<file path="config.mk">
export PLATFORM = sky130hd
export DESIGN_NAME = compress_arbiter
export DESIGN_NICKNAME = d
export VERILOG_FILES = /design/src/rtl/cmp_arb_pkg.sv /design/src/rtl/cmp_rr_pick.sv /design/src/rtl/compress_arbiter.sv
export SDC_FILE = /design/constraint.sdc
export NUM_CORES = 1
export LEC_CHECK = 0
export ABC_AREA = 1
export ABC_CLOCK_PERIOD_IN_PS = 3500
export CAP_MARGIN = 20
export CORE_ASPECT_RATIO = 0.7
export CORE_MARGIN = 10
export CORE_UTILIZATION = 35
export CTS_CLUSTER_SIZE = 30
export DETAILED_ROUTE_END_ITERATION = 8
export PLACE_DENSITY = 0.85
export SETUP_SLACK_MARGIN = 0.05
export SLEW_MARGIN = 20
export SYNTH_ARGS = -nofsm -noshare
export SYNTH_HDL_FRONTEND = slang
export SYNTH_SLANG_ARGS = --single-unit
</file>
<file path="constraint.sdc">
create_clock -name clk -period 3.5 [get_ports clk]
set_clock_uncertainty 0.2 [all_clocks]
set_input_delay 1.05 -clock clk [delete_from_list [all_inputs] [get_ports clk]]
set_output_delay 1.05 -clock clk [all_outputs]
set_load 0.02 [all_outputs]
</file>
<file path="src/rtl/cmp_arb_pkg.sv">
// Shared definitions for the compressor arbiter: width defaults, clog2 and the
// output-slot state encoding.
package cmp_arb_pkg;

    localparam int DATA_WIDTH_DEF = 13;
    localparam int OUT_WIDTH_DEF  = 16;

    function automatic int clog2(input int n);
        int r;
        r = 0;
        while ((1 << r) < n) r++;
        return r;
    endfunction

    typedef enum logic [1:0] {
        IDLE  = 2'd0,
        BUSY  = 2'd1,
        STALL = 2'd2
    } state_t;

endpackage

</file>
<file path="src/rtl/cmp_rr_pick.sv">
// Rotating-priority picker: first asserted request at or after rr_ptr, wrapping
// modulo NREQ. Purely combinational.
module cmp_rr_pick #(
    parameter int NREQ     = 4,
    parameter int ID_WIDTH = 2
) (
    input  logic [NREQ-1:0]     req,
    input  logic [ID_WIDTH-1:0] rr_ptr,
    output logic [NREQ-1:0]     gnt,
    output logic [ID_WIDTH-1:0] idx,
    output logic                any_grant
);

    always_comb begin
        int j;
        logic [ID_WIDTH-1:0] jj;
        gnt       = '0;
        idx       = '0;
        any_grant = 1'b0;
        j         = 0;
        jj        = '0;
        for (int off = 0; off < NREQ; off++) begin
            j = int'(rr_ptr) + off;
            if (j >= NREQ) j = j - NREQ;
            jj = ID_WIDTH'(j);
            if (!any_grant && req[jj]) begin
                any_grant = 1'b1;
                gnt[jj]   = 1'b1;
                idx       = jj;
            end
        end
    end

endmodule

</file>
<file path="src/rtl/compress_arbiter.sv">
// Round-robin sharing of one combinational 4:2 compressor between NREQ requesters.
// Define CMP_ARB_SKID_EN to turn the single output register into a 2-entry skid buffer.
module compress_arbiter
    import cmp_arb_pkg::*;
#(
    parameter int NREQ       = 4,
    parameter int DATA_WIDTH = DATA_WIDTH_DEF,
    parameter int OUT_WIDTH  = OUT_WIDTH_DEF,
    parameter int ID_WIDTH   = clog2(NREQ)
) (
    input  logic                         clk,
    input  logic                         rst,
    input  logic [NREQ-1:0]              req_valid,
    output logic [NREQ-1:0]              req_ready,
    input  logic [NREQ*4*DATA_WIDTH-1:0] req_rows,
    output logic [DATA_WIDTH-1:0]        comp_in0,
    output logic [DATA_WIDTH-1:0]        comp_in1,
    output logic [DATA_WIDTH-1:0]        comp_in2,
    output logic [DATA_WIDTH-1:0]        comp_in3,
    input  logic [OUT_WIDTH-1:0]         comp_sum,
    input  logic [OUT_WIDTH-1:0]         comp_carry,
    output logic                         out_valid,
    input  logic                         out_ready,
    output logic [OUT_WIDTH-1:0]         out_sum,
    output logic [OUT_WIDTH-1:0]         out_carry,
    output logic [ID_WIDTH-1:0]          out_id
);

    localparam int RW = 4 * DATA_WIDTH;

    typedef struct packed {
        logic [OUT_WIDTH-1:0] sum;
        logic [OUT_WIDTH-1:0] carry;
        logic [ID_WIDTH-1:0]  id;
    } result_t;

    state_t              state;
    logic [ID_WIDTH-1:0] rr_ptr;
    logic [NREQ-1:0]     pick_gnt;
    logic [ID_WIDTH-1:0] pick_idx;
    logic                pick_any;
    logic                slot_free;
    logic                grant;
    logic [RW-1:0]       sel_rows;
    result_t             new_res;

    cmp_rr_pick #(
        .NREQ     (NREQ),
        .ID_WIDTH (ID_WIDTH)
    ) u_pick (
        .req       (req_valid),
        .rr_ptr    (rr_ptr),
        .gnt       (pick_gnt),
        .idx       (pick_idx),
        .any_grant (pick_any)
    );

    assign grant     = slot_free & pick_any & ~rst;
    assign req_ready = grant ? pick_gnt : '0;

    // AND-OR mux gated by the qualified one-hot grant, so the compressor only
    // ever sees the winner's rows or zero.
    always_comb begin
        sel_rows = '0;
        for (int i = 0; i < NREQ; i++) begin
            if (req_ready[i]) sel_rows = sel_rows | req_rows[i*RW +: RW];
        end
    end

    assign comp_in0 = sel_rows[0*DATA_WIDTH +: DATA_WIDTH];
    assign comp_in1 = sel_rows[1*DATA_WIDTH +: DATA_WIDTH];
    assign comp_in2 = sel_rows[2*DATA_WIDTH +: DATA_WIDTH];
    assign comp_in3 = sel_rows[3*DATA_WIDTH +: DATA_WIDTH];

    assign new_res = '{sum: comp_sum, carry: comp_carry, id: pick_idx};

    always_ff @(posedge clk) begin
        if (rst) begin
            rr_ptr <= '0;
        end else if (grant) begin
            rr_ptr <= (int'(pick_idx) == NREQ - 1) ? '0 : pick_idx + 1'b1;
        end
    end

`ifdef CMP_ARB_SKID_EN
    result_t    ent0, ent1;
    logic [1:0] cnt, cnt_nxt;
    logic       pop;

    // Grant looks only at registered occupancy, breaking the out_ready -> req_ready path.
    assign slot_free = (cnt != 2'd2);
    assign out_valid = (cnt != 2'd0);
    assign pop       = out_valid & out_ready;
    assign cnt_nxt   = cnt + {1'b0, grant} - {1'b0, pop};
    assign out_sum   = ent0.sum;
    assign out_carry = ent0.carry;
    assign out_id    = ent0.id;

    always_ff @(posedge clk) begin
        if (rst) begin
            ent0  <= '0;
            ent1  <= '0;
            cnt   <= 2'd0;
            state <= IDLE;
        end else begin
            case ({pop, grant})
                2'b01: begin
                    if (cnt == 2'd0) ent0 <= new_res;
                    else             ent1 <= new_res;
                end
                2'b10: ent0 <= ent1;
                2'b11: begin
                    if (cnt == 2'd2) begin
                        ent0 <= ent1;
                        ent1 <= new_res;
                    end else begin
                        ent0 <= new_res;
                    end
                end
                default: ;
            endcase
            cnt <= cnt_nxt;
            if (cnt_nxt == 2'd0)            state <= IDLE;
            else if (out_valid && !out_ready) state <= STALL;
            else                              state <= BUSY;
        end
    end
`else
    result_t res_q;

    assign slot_free = (state == IDLE) | out_ready;
    assign out_sum   = res_q.sum;
    assign out_carry = res_q.carry;
    assign out_id    = res_q.id;

    always_ff @(posedge clk) begin
        if (rst) begin
            res_q     <= '0;
            out_valid <= 1'b0;
            state     <= IDLE;
        end else begin
            if (grant) res_q <= new_res;
            case (state)
                IDLE: begin
                    if (grant) begin
                        state     <= BUSY;
                        out_valid <= 1'b1;
                    end
                end
                BUSY, STALL: begin
                    if (!out_ready) begin
                        state <= STALL;
                    end else if (grant) begin
                        state <= BUSY;
                    end else begin
                        state     <= IDLE;
                        out_valid <= 1'b0;
                    end
                end
                default: begin
                    state     <= IDLE;
                    out_valid <= 1'b0;
                end
            endcase
        end
    end
`endif

endmodule

</file>
# Word-level counts from Yosys, hierarchy flattened
# Index checks and enable logic that the tools add are counted.
# W data, S select, Z words.
[classes] n_reduce_logical=13 eq_ne=6 shift=0 div=0 n_bitwise=10 n_mux=46 n_lt_le_gt_ge=12 multipliers=0 n_addsub=8
[ops] op="$mux W52" n=4
[ops] op="$or A52 B52 Y52" n=3
[ops] op="$mux W2" n=11
[ops] op="$mux W4" n=5
[ops] op="$mux W1" n=16
[ops] op="$lt A2 B3 Y1 const B" n=4
[ops] op="$or A4 B4 Y4" n=3
[ops] op="$ge A3 B3 Y1 const B" n=3
[ops] op="$bmux W1 S2" n=4
[ops] op="$demux W1 S2" n=4
[ops] op="$ge A2 B1 Y1 const B" n=4
[ops] op="$sub A2 B1 Y2 const B" n=4
[ops] op="$logic_and A1 B1 Y1" n=7
[ops] op="$add A2 B2 Y3 const B" n=2
[ops] op="$ne A2 B2 Y1 const B" n=3
[ops] op="$eq A2 B1 Y1 const B" n=2
[ops] op="$pmux W2 S2" n=1
[ops] op="$add A2 B1 Y3 const B" n=1
[ops] op="$ge A2 B3 Y1 const B" n=1
[ops] op="$logic_not A1 Y1" n=3
[ops] op="$reduce_and A3 Y1" n=1
[ops] op="$add A2 B1 Y2 const B" n=1
[ops] op="$and A1 B1 Y1" n=2
[ops] op="$eq A2 B2 Y1 const B" n=1
[ops] op="other kinds (5)" n=5
[totals] register_bits=39 wordCells=101 in_bits=247 memories=0 latch_bits=0 mem_bits_rw=0 mem_bits_ro=0

# Logic depth before layout (Yosys ltp)
[depth] ltp_word=24 mapped_depth=15 depth_no_buf=14

# Hierarchy
# A second synthesis with hierarchy kept.
[unflattened] cells_unflattened=572 hier_area_um2=3508.4
[modules_own_cells] mod="compress_arbiter" n_inst=1 cells_each=498 area_per_inst_um2=3067.9
[modules_own_cells] mod="cmp_rr_pick" n_inst=1 cells_each=74 area_per_inst_um2=440.4

# Worst setup path before layout
# Ideal clock, no wire load.
[synth_path] path_kind="in2out" start="in req_valid[1]" end="out comp_in3[3]" required_ns=2.250 cell_stages=14 t_arrival_ns=2.307 setup_slack_ns=-0.057 path_cell_list="nand2_1 > nand2_1 > nand2_1 > nand2_4 > inv_2 > nand4_2 > nand3_2 > inv_2 > buf_6 > buf_6 > nand3_1 > nand2_1 > inv_1 > nand2_1"
[synth_between] elab_chain_len=22 elab_cells_between_ends=35 classes_between="mux (21); bitwise (8); reduce/logical (6)"
[synth_lines] element="start: declaration" line_no="compress_arbiter.sv:13" rtl="input logic [NREQ-1:0] req_valid,"
[synth_lines] element="$bmux W1 S2" line_no="cmp_rr_pick.sv:26" rtl="if (!any_grant && req[jj]) begin"
[synth_lines] element="$mux W1 (implied by the code)" line_no="cmp_rr_pick.sv:26"
[synth_lines] element="$mux W1" line_no="cmp_rr_pick.sv:26"
[synth_lines] element="$logic_not A1 Y1" line_no="cmp_rr_pick.sv:26"
[synth_lines] element="$logic_and A1 B1 Y1" line_no="cmp_rr_pick.sv:26"
[synth_lines] element="$mux W1" line_no="cmp_rr_pick.sv:26"
[synth_lines] element="$logic_not A1 Y1" line_no="cmp_rr_pick.sv:26"
[synth_lines] element="$logic_and A1 B1 Y1" line_no="cmp_rr_pick.sv:26"
[synth_lines] element="[... 6 more ...]"
[synth_lines] element="$mux W4 (*)" line_no="compress_arbiter.sv:59" rtl="assign req_ready = grant ? pick_gnt : '0;"
[synth_lines] element="$mux W52" line_no="compress_arbiter.sv:66" rtl="if (req_ready[i]) sel_rows = sel_rows | req_rows[i*RW +: RW];"
[synth_lines] element="$or A52 B52 Y52" line_no="compress_arbiter.sv:66"
[synth_lines] element="$mux W52" line_no="compress_arbiter.sv:66"
[synth_lines] element="$or A52 B52 Y52" line_no="compress_arbiter.sv:66"
[synth_lines] element="$mux W52" line_no="compress_arbiter.sv:66"
[synth_lines] element="$or A52 B52 Y52" line_no="compress_arbiter.sv:66"
[synth_lines] element="$mux W52 (*)" line_no="compress_arbiter.sv:66"
[synth_lines] element="end: declaration" line_no="compress_arbiter.sv:19" rtl="output logic [DATA_WIDTH-1:0] comp_in3,"
# Mark *: on every way between the ends. The rest lies on a longest branch, timed or not. The select of a mux whose other input is x is not followed.

# Worst setup path after layout
[layout_path] start="in req_valid[0]" end="out comp_in0[2]"
[layout_between] elab_chain_len=22 elab_cells_between_ends=35 classes_between="mux (21); bitwise (8); reduce/logical (6)"
[layout_lines] element="$bmux W1 S2" line_no="cmp_rr_pick.sv:26"
[layout_lines] element="$mux W1 (implied by the code)" line_no="cmp_rr_pick.sv:26"
[layout_lines] element="$mux W1" line_no="cmp_rr_pick.sv:26"
[layout_lines] element="$logic_not A1 Y1" line_no="cmp_rr_pick.sv:26"
[layout_lines] element="$logic_and A1 B1 Y1" line_no="cmp_rr_pick.sv:26"
[layout_lines] element="$mux W1" line_no="cmp_rr_pick.sv:26"
[layout_lines] element="$logic_not A1 Y1" line_no="cmp_rr_pick.sv:26"
[layout_lines] element="$logic_and A1 B1 Y1" line_no="cmp_rr_pick.sv:26"
[layout_lines] element="[... 6 more ...]"
[layout_lines] element="$mux W4 (*)" line_no="compress_arbiter.sv:59"
[layout_lines] element="$mux W52" line_no="compress_arbiter.sv:66"
[layout_lines] element="$or A52 B52 Y52" line_no="compress_arbiter.sv:66"
[layout_lines] element="$mux W52" line_no="compress_arbiter.sv:66"
[layout_lines] element="$or A52 B52 Y52" line_no="compress_arbiter.sv:66"
[layout_lines] element="$mux W52" line_no="compress_arbiter.sv:66"
[layout_lines] element="$or A52 B52 Y52" line_no="compress_arbiter.sv:66"
[layout_lines] element="$mux W52 (*)" line_no="compress_arbiter.sv:66"
[layout_lines] element="end: declaration" line_no="compress_arbiter.sv:16" rtl="output logic [DATA_WIDTH-1:0] comp_in0,"
# Marked as above.

==> flow_summary_export.csv <==
group,metric,value,unit
run_status,status,"finished with violations",
run_status,violations,"negative setup slack",
sta,grt_setup_unrepaired,"yes",
cts,holdBufCountCts,0,
sta,timing.final.max_slew_violations,0,
worst_setup_path,timing_worst_setup_path_type,"input pin to output port",
synthesis,most_frequently_used_flop_master_after_synthesis,"sky130_fd_sc_hd__dfxtp_1",
worst_hold_path,worst_hold_startpoint,"out_carry[1]",
synthesis,ys_top_cells_by_area,"sky130_fd_sc_hd__nand3_1, sky130_fd_sc_hd__nand2_1, sky130_fd_sc_hd__dfxtp_1",
routing,drt-wirelength-per-cell,20.89,um
worst_setup_path,worstPathMaxFanout,5,
synthesis,synth.most_common_cell,"sky130_fd_sc_hd__nand2_1",
synthesis,synth_cell_types,22,
synthesis,async_flop_share,0,%
power,power_density,1133,nW/um^2
worst_hold_path,hp-class,"register to register",
floorplanning,core_area,11930,sq um
sta,minimum_clock_period,4052,ps
synthesis,netlist_area,4350,sq um
routing,drt_pre_antenna_iters,6,
placed_design,place.gp.congestion,0.9440,
routing,drt_drc_violations_left,0,
synthesis,synthesis.area_per_instance,5.445,sq um
cts,clkSinkCount,39,
cts,root_buffer,"sky130_fd_sc_hd__clkbuf_16",
synthesis,synth-seq-cells,39,
cts,tritoncts_clock_tree,"done",
routing,antenna_violating_nets_post_route,0,
global_route,grt_start_max_net_pins,40,
finish,nFillCells,749,
synthesis,commonest_cells_post_synth,"sky130_fd_sc_hd__nand2_1, sky130_fd_sc_hd__nand3_1, sky130_fd_sc_hd__inv_1",
worst_setup_path,crit-reg2reg-capture,"rr_ptr[1]",
routing,via_count,7076,
routing,drt-initial-drc-count,514,
cts,cts.reportedPaths.clkPinSlew,50,ps
sta,max-slew-margin-rel,73.45,%
worst_setup_path,setup.worst_path.start,"req_valid[0]",
cts,clock_tree.htree_level_count,2,
cts,clock_path_buffers,2,
global_route,initial_antenna_violation_count,1,
sta,fin_hold_viols,0,
sta,post-route-worst-setup-slack,-551.5,ps
floorplanning,design.die.area,17360,sq um
worst_hold_path,hold-path-endpoint,"out_carry[1]",
floorplanning,initial_core_util,36.46,%
synthesis,synth_net_count,1055,
sta,final.setup.tns,-26790,ps
synthesis,number_of_synthesized_flops_with_an_enable_pin,0,
finish,drive_gt1_share,26.84,%
floorplanning,rows,33,
placed_design,dp_hpwl,17.28,mm
floorplanning,top_level_port_count,338,
routing,route.final.wire_length,27.74,mm
cts,clock_latency,280,ps
finish,final_net_count,1425,
worst_setup_path,critPathCaptureType,"output port",
sta,fmax,0.2468,GHz
sta,hold_slack,262.6,ps
routing,avgViaCountPerCell,5.328,
worst_setup_path,start_kind,"input pin",
floorplanning,die_w,153.3,um
worst_setup_path,r2r_slack,970,ps
cts,cts_made_buffers,5,
sta,finalCritPeriodShare,115.8,%
worst_setup_path,timing.critical_path.arrival,2800,ps
finish,flow.area_growth_from_synthesis,122.2,%
power,power.ir.vdd_worst,0.8618,mV
global_route,number_of_global_route_vias_before_repair,6512,
worst_setup_path,r2r.worst_path.cells,13,
synthesis,synth.largest_area_cell,"sky130_fd_sc_hd__nand3_1",
global_route,globalRouteOverflowTotal,0,
sta,finalSetupViolations,56,
synthesis,synth.top_cell.area_share,29.91,%
floorplanning,die_h,113.3,um
global_route,grt.total_usage,26.51,%
power,leakagePower,0.004577,uW
sta,timing_worst_slew_pin_value,398.3,ps
global_route,grt_pass1_wl,37.39,mm
placed_design,place.port_buffers,337,
synthesis,gate_count_of_the_mapped_netlist,799,
job,timing.max_cap.violations,0,
synthesis,ys_seq_area_share,17.95,%
synthesis,yosys_warnings,0,
worst_setup_path,cp.required,2250,ps
worst_hold_path,cell_depth_of_the_worst_min_delay_path,2,
==> layout by cell type, fill, tap and decap left out, types with 12 or more instances in the layout <==
cell type / n
sky130_fd_sc_hd__nand3_2: 38
sky130_fd_sc_hd__nor2_1: 12
sky130_fd_sc_hd__clkdlybuf4s50_1: 276
sky130_fd_sc_hd__dfxtp_1: 39
sky130_fd_sc_hd__nand3_4: 14
sky130_fd_sc_hd__inv_2: 20
sky130_fd_sc_hd__inv_1: 102
sky130_fd_sc_hd__buf_16: 18
sky130_fd_sc_hd__nand2_1: 191
sky130_fd_sc_hd__buf_4: 44
sky130_fd_sc_hd__buf_12: 13
sky130_fd_sc_hd__nand2_2: 76
sky130_fd_sc_hd__nand3_1: 215
sky130_fd_sc_hd__buf_6: 50
==> worst max-delay path by stage <==
stage,cells after the start,endpoint
3_5_place_dp,13,comp_in0[10]
5_1_grt,16,comp_in0[12]
3_3_place_gp,13,comp_in3[9]
6_report,16,comp_in0[2]
4_1_cts,14,comp_in2[10]
2_1_floorplan,14,comp_in3[10]
==> metrics by stage <==
| step | utilization (%) | cells | area, sq um | setup slack [ps] | power, uW |
|---|---|---|---|---|---|
| CTS | 76.38 | 1311 | 9114 | -442.3 | 9655 |
| finish | 81.01 | 1328 | 9667 | -551.5 | 10950 |
| global route | 81.01 | 1328 | 9667 | -617.9 | 11480 |
| floorplan | - | 799 | 4569 | -0.5727 | 4646 |
| detailed placement | 67.48 | 1270 | 8053 | -1352 | 7223 |
| global placement | 67.48 | 1270 | 8053 | -1392 | 7155 |
==> final cells by class <==
cell class | instances | area (sq um) | area share, %
inverter | 126 | 493.0 | 5.100
tap | 157 | 196.4 | 2.032
antenna | 1 | 2.502 | 0.02589
timing repair inverter | 1 | 8.758 | 0.09060
sequential | 39 | 780.7 | 8.077
multi-input combinational | 579 | 3291 | 34.04
timing repair buffer | 417 | 4721 | 48.84
clock buffer | 6 | 138.9 | 1.437
clock inverter | 2 | 35.03 | 0.3624
==> cell families (layout without fill, tap and decap cells) <==
group | after synthesis | in the layout | share of synthesized area [%]
AND/OR/NAND/NOR | 555 | 555 | 57.20
adder cells (fa/ha/maj) | 9 | 9 | 2.588
other | 0 | 1 | 0
AO/OA/AOI/OAI | 15 | 15 | 2.128
flip-flops | 39 | 39 | 17.95
buffers and inverters | 181 | 552 | 20.13
==> layer usage <==
layer  share of wire, %  GRT usage (%)  wire length, um  vias to the layer above
met3                 11          9.043             3061                       99
met1                 36          29.78            10010                     3242
met2                 48          45.90            13330                      456
li1                   -              -                -                     3279
met5                  0              0                0                        -
met4                4.8          9.569             1345                        0
==> sequential cells by signal, summed over array words and instances (netlist names), named ones only <==
register,count
out_carry,16
out_sum,16
out_id,2
state,2
out_valid,1
rr_ptr,1
==> worst max-delay path: stages <==
cell	delay, ps
sky130_fd_sc_hd__buf_8	100
sky130_fd_sc_hd__nand2_4	60
sky130_fd_sc_hd__nand2_2	60
sky130_fd_sc_hd__nand2_2	80
sky130_fd_sc_hd__nand2_4	90
sky130_fd_sc_hd__buf_12	140
sky130_fd_sc_hd__nor2_4	220
sky130_fd_sc_hd__a21boi_4	100
sky130_fd_sc_hd__nand3_4	150
sky130_fd_sc_hd__buf_6	170
sky130_fd_sc_hd__buf_6	140
sky130_fd_sc_hd__nand3_1	90
sky130_fd_sc_hd__nand2_1	100
sky130_fd_sc_hd__inv_1	60
sky130_fd_sc_hd__nand2_2	60
sky130_fd_sc_hd__buf_6	110
==> repair_timing <==
action | 4_1_cts | 5_1_grt
gates resized for setup | 373 | 101
pin swaps | 27 | 40
setup buffers | 16 | 9
gates cloned | 17 | 7
endpoints found under the hold margin | 0 | 0
endpoints found under the setup margin | 56 | 56
==> where the power goes <==
group,internal [uW],switching [uW]
Clock,354,178
Sequential,596,77.9
Combinational,4530,5210
Note: power is estimated with default switching activity, not from simulation.
